[config.mk]
export PLATFORM = sky130hd
export DESIGN_NAME = seven_seg_scanner
export DESIGN_NICKNAME = d
export VERILOG_FILES = /design/src/rtl/seven_seg_pkg.sv /design/src/rtl/seven_seg_scanner_hex_to_seg.sv /design/src/rtl/seven_seg_scanner.sv
export SDC_FILE = /design/constraint.sdc
export NUM_CORES = 1
export LEC_CHECK = 0
export BUFFER_PORTS_ARGS = -buffer_cell sky130_fd_sc_hd__buf_2
export CAP_MARGIN = 25
export CORE_UTILIZATION = 52
export DETAILED_ROUTE_END_ITERATION = 8
export PLACE_DENSITY_LB_ADDON = 0.15
export SKIP_CTS_REPAIR_TIMING = 1
export SLEW_MARGIN = 20
export SYNTH_ARGS = -nofsm -noshare
export SYNTH_HDL_FRONTEND = slang
export SYNTH_SLANG_ARGS = --single-unit
[constraint.sdc]
create_clock -name in_clk -period 1.93 [get_ports in_clk]
set_input_delay 0.386 -clock in_clk [delete_from_list [all_inputs] [get_ports in_clk]]
set_output_delay 0.386 -clock in_clk [all_outputs]
set_load 0.02 [all_outputs]
[src/rtl/seven_seg_pkg.sv]
// Shared constants, types and helpers for the seven-segment display blocks.
package seven_seg_pkg;

    localparam int unsigned NUM_DIGITS = 4;
    localparam int unsigned IDX_W      = 2;
    localparam int unsigned NIBBLE_W   = 4;
    localparam int unsigned SEG_W      = 7;
    localparam int unsigned VALUE_W    = NUM_DIGITS * NIBBLE_W;

    typedef logic [IDX_W-1:0] digit_idx_t;

    // Value and decimal points travel together through pending/display.
    typedef struct packed {
        logic [VALUE_W-1:0]    value;
        logic [NUM_DIGITS-1:0] dp;
    } disp_word_t;

    // Segment patterns, bit order {g,f,e,d,c,b,a}.
    localparam logic [SEG_W-1:0] SEG_0     = 7'h3F;
    localparam logic [SEG_W-1:0] SEG_1     = 7'h06;
    localparam logic [SEG_W-1:0] SEG_2     = 7'h5B;
    localparam logic [SEG_W-1:0] SEG_3     = 7'h4F;
    localparam logic [SEG_W-1:0] SEG_4     = 7'h66;
    localparam logic [SEG_W-1:0] SEG_5     = 7'h6D;
    localparam logic [SEG_W-1:0] SEG_6     = 7'h7D;
    localparam logic [SEG_W-1:0] SEG_7     = 7'h07;
    localparam logic [SEG_W-1:0] SEG_8     = 7'h7F;
    localparam logic [SEG_W-1:0] SEG_9     = 7'h6F;
    localparam logic [SEG_W-1:0] SEG_A     = 7'h77;
    localparam logic [SEG_W-1:0] SEG_B     = 7'h7C;
    localparam logic [SEG_W-1:0] SEG_C     = 7'h39;
    localparam logic [SEG_W-1:0] SEG_D     = 7'h5E;
    localparam logic [SEG_W-1:0] SEG_E     = 7'h79;
    localparam logic [SEG_W-1:0] SEG_F     = 7'h71;
    localparam logic [SEG_W-1:0] SEG_BLANK = 7'h00;

    function automatic logic [NUM_DIGITS-1:0] digit_onehot(input digit_idx_t idx);
        digit_onehot = NUM_DIGITS'(1) << idx;
    endfunction

endpackage

[src/rtl/seven_seg_scanner_hex_to_seg.sv]
// Combinational hex nibble to seven-segment pattern decoder; reusable by other display tops.
module hex_to_seg
    import seven_seg_pkg::*;
(
    input  logic [NIBBLE_W-1:0] nibble,
    output logic [SEG_W-1:0]    seg_c
);

    always_comb begin
        seg_c = SEG_BLANK;
        case (nibble)
            4'h0: seg_c = SEG_0;
            4'h1: seg_c = SEG_1;
            4'h2: seg_c = SEG_2;
            4'h3: seg_c = SEG_3;
            4'h4: seg_c = SEG_4;
            4'h5: seg_c = SEG_5;
            4'h6: seg_c = SEG_6;
            4'h7: seg_c = SEG_7;
            4'h8: seg_c = SEG_8;
            4'h9: seg_c = SEG_9;
            4'hA: seg_c = SEG_A;
            4'hB: seg_c = SEG_B;
            4'hC: seg_c = SEG_C;
            4'hD: seg_c = SEG_D;
            4'hE: seg_c = SEG_E;
            4'hF: seg_c = SEG_F;
            default: seg_c = SEG_BLANK;
        endcase
    end

endmodule

[src/rtl/seven_seg_scanner.sv]
// Four-digit multiplexed seven-segment scanner with frame-aligned double buffering.
// Optional build macro LEADING_ZERO_BLANK_EN blanks digits above the most-significant nonzero nibble.
module seven_seg_scanner
    import seven_seg_pkg::*;
#(
    parameter int unsigned         REFRESH_DIV = 50000,
    parameter logic [NUM_DIGITS-1:0] DP_MASK_RST = 4'b0000
) (
    input  logic                  in_clk,
    input  logic                  rst,
    input  logic [VALUE_W-1:0]    value,
    input  logic [NUM_DIGITS-1:0] dp,
    input  logic                  load,
    output logic [SEG_W:0]        Seven_Seg,
    output logic [NUM_DIGITS-1:0] digit,
    output logic                  frame
);

    localparam int unsigned   CNT_W   = $clog2(REFRESH_DIV);
    localparam logic [CNT_W-1:0] CNT_MAX = CNT_W'(REFRESH_DIV - 1);
    localparam digit_idx_t    IDX_LAST = IDX_W'(NUM_DIGITS - 1);
    localparam disp_word_t    WORD_RST = '{value: '0, dp: DP_MASK_RST};

    logic [CNT_W-1:0]      tick_cnt_q, tick_cnt_d;
    digit_idx_t            idx_q, idx_d;
    disp_word_t            pend_q, pend_d;
    disp_word_t            disp_q, disp_d;
    logic [SEG_W:0]        seg_q, seg_d;
    logic [NUM_DIGITS-1:0] digit_q, digit_d;
    logic                  frame_q, frame_d;

    logic                  tick_c;
    logic                  boundary_c;
    disp_word_t            in_word_c;
    logic [NIBBLE_W-1:0]   nibble_c;
    logic [SEG_W-1:0]      pattern_c;
    logic                  blank_c;

    // Prescaler, digit index and frame-aligned buffer transfer.
    always_comb begin
        tick_c     = (tick_cnt_q == CNT_MAX);
        boundary_c = tick_c && (idx_q == IDX_LAST);
        in_word_c  = '{value: value, dp: dp};

        tick_cnt_d = tick_c ? '0 : tick_cnt_q + CNT_W'(1);
        idx_d      = tick_c ? idx_q + IDX_W'(1) : idx_q;
        pend_d     = load ? in_word_c : pend_q;
        disp_d     = disp_q;
        if (boundary_c) begin
            // A load landing on the boundary cycle bypasses pending.
            disp_d = load ? in_word_c : pend_q;
        end
        frame_d    = boundary_c;
    end

    assign nibble_c = disp_q.value[{idx_q, 2'b00} +: NIBBLE_W];

    hex_to_seg u_hex_to_seg (
        .nibble (nibble_c),
        .seg_c  (pattern_c)
    );

`ifdef LEADING_ZERO_BLANK_EN
    // Blank when every nibble at or above this digit is zero; digit 0 always shows.
    always_comb begin
        blank_c = 1'b0;
        case (idx_q)
            2'd1:    blank_c = (disp_q.value[15:4]  == 12'h000);
            2'd2:    blank_c = (disp_q.value[15:8]  == 8'h00);
            2'd3:    blank_c = (disp_q.value[15:12] == 4'h0);
            default: blank_c = 1'b0;
        endcase
    end
`else
    assign blank_c = 1'b0;
`endif

    // Output stage: one cycle behind idx/display.
    always_comb begin
        digit_d = digit_onehot(idx_q);
        seg_d   = {disp_q.dp[idx_q], blank_c ? SEG_BLANK : pattern_c};
    end

    always_ff @(posedge in_clk) begin
        if (rst) begin
            tick_cnt_q <= '0;
            idx_q      <= '0;
            pend_q     <= WORD_RST;
            disp_q     <= WORD_RST;
            seg_q      <= '0;
            digit_q    <= '0;
            frame_q    <= 1'b0;
        end else begin
            tick_cnt_q <= tick_cnt_d;
            idx_q      <= idx_d;
            pend_q     <= pend_d;
            disp_q     <= disp_d;
            seg_q      <= seg_d;
            digit_q    <= digit_d;
            frame_q    <= frame_d;
        end
    end

    assign Seven_Seg = seg_q;
    assign digit     = digit_q;
    assign frame     = frame_q;

endmodule

==> impl_metrics.env <==
export IMPL_rows=27
export IMPL_nNetsFinal=371
export IMPL_seqPwrFrac_pct=55.7
export IMPL_cp_max_fo=17
export IMPL_maxCapViolations=0
export IMPL_die_x_microns=77.9
export IMPL_ys_seq_area_share_pct=47.5
export IMPL_vias_per_cell=5.19
export IMPL_use_met2_pct=30.7
export IMPL_drive_gt1_share_pct=28.8
export IMPL_synth_most_common_cell="dfxtp_1"
export IMPL_routabilityCongestion=0.819
export IMPL_skew_ps=8.74
export IMPL_synth_flop_cell="dfxtp_1"
export IMPL_cts_sinks=71
export IMPL_cp_arrival_ps=2070
export IMPL_fp_dieArea_sq_um=6060
export IMPL_firstDrtPassIters=4
export IMPL_rsz0062_at_grt="no"
export IMPL_final_util_pct=63.5
export IMPL_cp_num_buf_inv=1
export IMPL_synth_top_cell_by_area="dfxtp_1"
export IMPL_diodes=0
export IMPL_crit_path_start_kind="register"
export IMPL_grt_use_total_pct=19.6
export IMPL_root_buffer="clkbuf_8"
export IMPL_crit_chain="or4_4, nor4_4, buf_4, mux2i_1, nor2_1"
export IMPL_ir_worst_vdd_mv=0.560
export IMPL_cts_tree="done"
export IMPL_synth_seq_cells=71
export IMPL_antenna_found_initial=0
export IMPL_setup_violations=0
export IMPL_core_sq_um=5540
export IMPL_clockPowerShare_pct=38.4
export IMPL_ys_top_cells_by_count="dfxtp_1, nor2_1, mux2i_1, a21oi_1, a211oi_2"
export IMPL_netlist_area_leader_share_pct=47.5
export IMPL_crit_path_end_kind="register"
export IMPL_htreeDepth=3
export IMPL_path_delay_family="simple AND/OR/NAND/NOR gates"
export IMPL_num_vias=2157
export IMPL_power_frac_comb_pct=5.9
export IMPL_holdWs_ps=309
export IMPL_cts_buffers=9
export IMPL_worstSetupPathType="register to register"
export IMPL_die_h_microns=77.9
export IMPL_area_growth_pct=17.6
export IMPL_wl_mm=5.38
export IMPL_p_int_w=0.00210
export IMPL_postLayoutCellArea_sq_um=3520
export IMPL_async_reset_ff_share_pct=0
export IMPL_clk_path_buf_depth=2
export IMPL_grt_pass1_wl_mm=9.16
export IMPL_drv_slew=0
export IMPL_drtIter0Drc=68
export IMPL_met1_usage_pct=25.1
export IMPL_placed_area_sq_um=3340
export IMPL_power_density_nw_per_um2=771
export IMPL_status="finished clean"
export IMPL_hp_class="input pin to register"
export IMPL_met3_usage_pct=4.59
export IMPL_slowest_delay_ps=540
export IMPL_overflow=0
export IMPL_switchingPower_w=0.000615
export IMPL_p_leak_nw=1.41
export IMPL_synth_area_leaders="dfxtp_1, mux2i_1, nor2_1, a211oi_2, a21oi_1"
export IMPL_yosys_warnings=0
export IMPL_busiest_layer="met2"
export IMPL_clk_pin_slew_ps=70
export IMPL_synthesis_area_sq_um=2990
export IMPL_synth_area_per_cell_sq_um=10.4
export IMPL_syn_inst=288
export IMPL_synth_edff_count=0
export IMPL_post_route_period_util_pct=95.1
export IMPL_relSlewSlack_pct=75.0
export IMPL_clock_latency_ps=340
export IMPL_worst_pin_slew_ps=371
export IMPL_synth_fp_nets=320
export IMPL_dpl_hpwl_mm=3.78
export IMPL_required_ps=2160
export IMPL_io_pins=36
export IMPL_start_util_pct=54.0
export IMPL_crit_slowest_cell="or4_4"
export IMPL_fmax_mhz=545
export IMPL_fin_crit_ps=1830
export IMPL_finalHoldViolations=0
export IMPL_grt_max_degree=23
export IMPL_grt_pass1_vias=1980
export IMPL_drtAntennaViolNets=0
export IMPL_ys_types=39
export IMPL_setup_tns_ps=0
export IMPL_io_buffers=35
export IMPL_route_detailed_drc=0
export IMPL_switching_share_pct=22.7
export IMPL_wl_per_cell_microns=12.9
==> per-layer routing <==
| layer | part of all wire (%) | up-vias |
|---|---|---|
| met2 | 45 | 46 |
| met5 | 0 | - |
| li1 | - | 1110 |
| met3 | 4.3 | 9 |
| met1 | 49 | 992 |
| met4 | 2.0 | 0 |
==> cell usage in the layout (no fill, tap or decap), types with 2 or more instances in the layout <==
cell type   n
a211oi_1   10
nand4_1     4
nor2_1     47
buf_12      2
dfxtp_1    70
buf_4      23
ha_1        9
xor2_1      5
buf_2      35
clkinv_2    4
mux4_2      4
nor4_1      4
nand2_1     6
nor3b_1     2
xnor2_1    11
a22oi_1     2
or2_2       2
nand3_1     4
a211oi_2   12
nor3_1      5
a21oi_1    23
inv_1       6
clkbuf_8   11
mux2i_1    25
a311oi_1    2
==> worst paths after layout <==
path | cells after the start | slack [ps] | startpoint | endpoint
max reg2reg | 5 | 100 | tick_cnt_q[11] | idx_q[1]
max | 5 | 100 | tick_cnt_q[11] | idx_q[1]
min | 3 | 310 | value[2] | pend_q[6]
min reg2reg | 2 | 480 | disp_q[0] | Seven_Seg[7]
==> layout make-up <==
type                       count  area [sq um]
fill                         487          2020
sequential                    71          1430
multi-input combinational    190          1410
timing repair buffer          60           388
clock buffer                  12           155
tap                           72          90.1
inverter                       7          26.3
clock inverter                 4          20.0
==> sequential cells by signal, summed over array words and instances (netlist names) <==
signal and cells:
idx_q 2, pend_q 20, frame 1, disp_q 20, tick_cnt_q 16, Seven_Seg 8
digit 4
==> power groups by stage <==
stage                     Sequential (W)  Combinational [W]  Clock, W
after global placement           0.00155           0.000159         0
after CTS                        0.00151           0.000162   0.00106
final                            0.00151           0.000159   0.00104
after detailed placement         0.00155           0.000161         0
after global routing             0.00151           0.000175   0.00113
after floorplan                  0.00156          0.0000903         0
==> per-stage QoR <==
| stage | worst slack, ps | total power [W] | cells |
|---|---|---|---|
| final | 95.3 | 0.00271 | 416 |
| after global routing | 7.21 | 0.00282 | 416 |
| after CTS | 35.8 | 0.00274 | 416 |
| after detailed placement | 59.6 | 0.00171 | 400 |
| after global placement | 70.0 | 0.00170 | 400 |
| after floorplan | 32.5 | 0.00165 | 288 |
==> worst reg2reg max path: cells and delay by family (launching register included) <==
family,cells,cell delay [ps]
DFF,1,310
buffers and inverters,1,280
muxes,1,230
and+or+nand+nor,3,910
==> cell families (layout without fill, tap and decap cells) <==
family | count (synthesis) | after routing | synth area share (%)
adder cells (fa/ha/maj) | 9 | 9 | 3.76
flip-flops | 71 | 71 | 47.5
AO/OA/AOI/OAI | 50 | 50 | 12.8
multiplexers | 29 | 29 | 11.4
buffers and inverters | 27 | 83 | 5.27
XOR/XNOR | 16 | 16 | 4.68
AND/OR/NAND/NOR | 86 | 86 | 14.6
(Power assumes the default switching activity.)
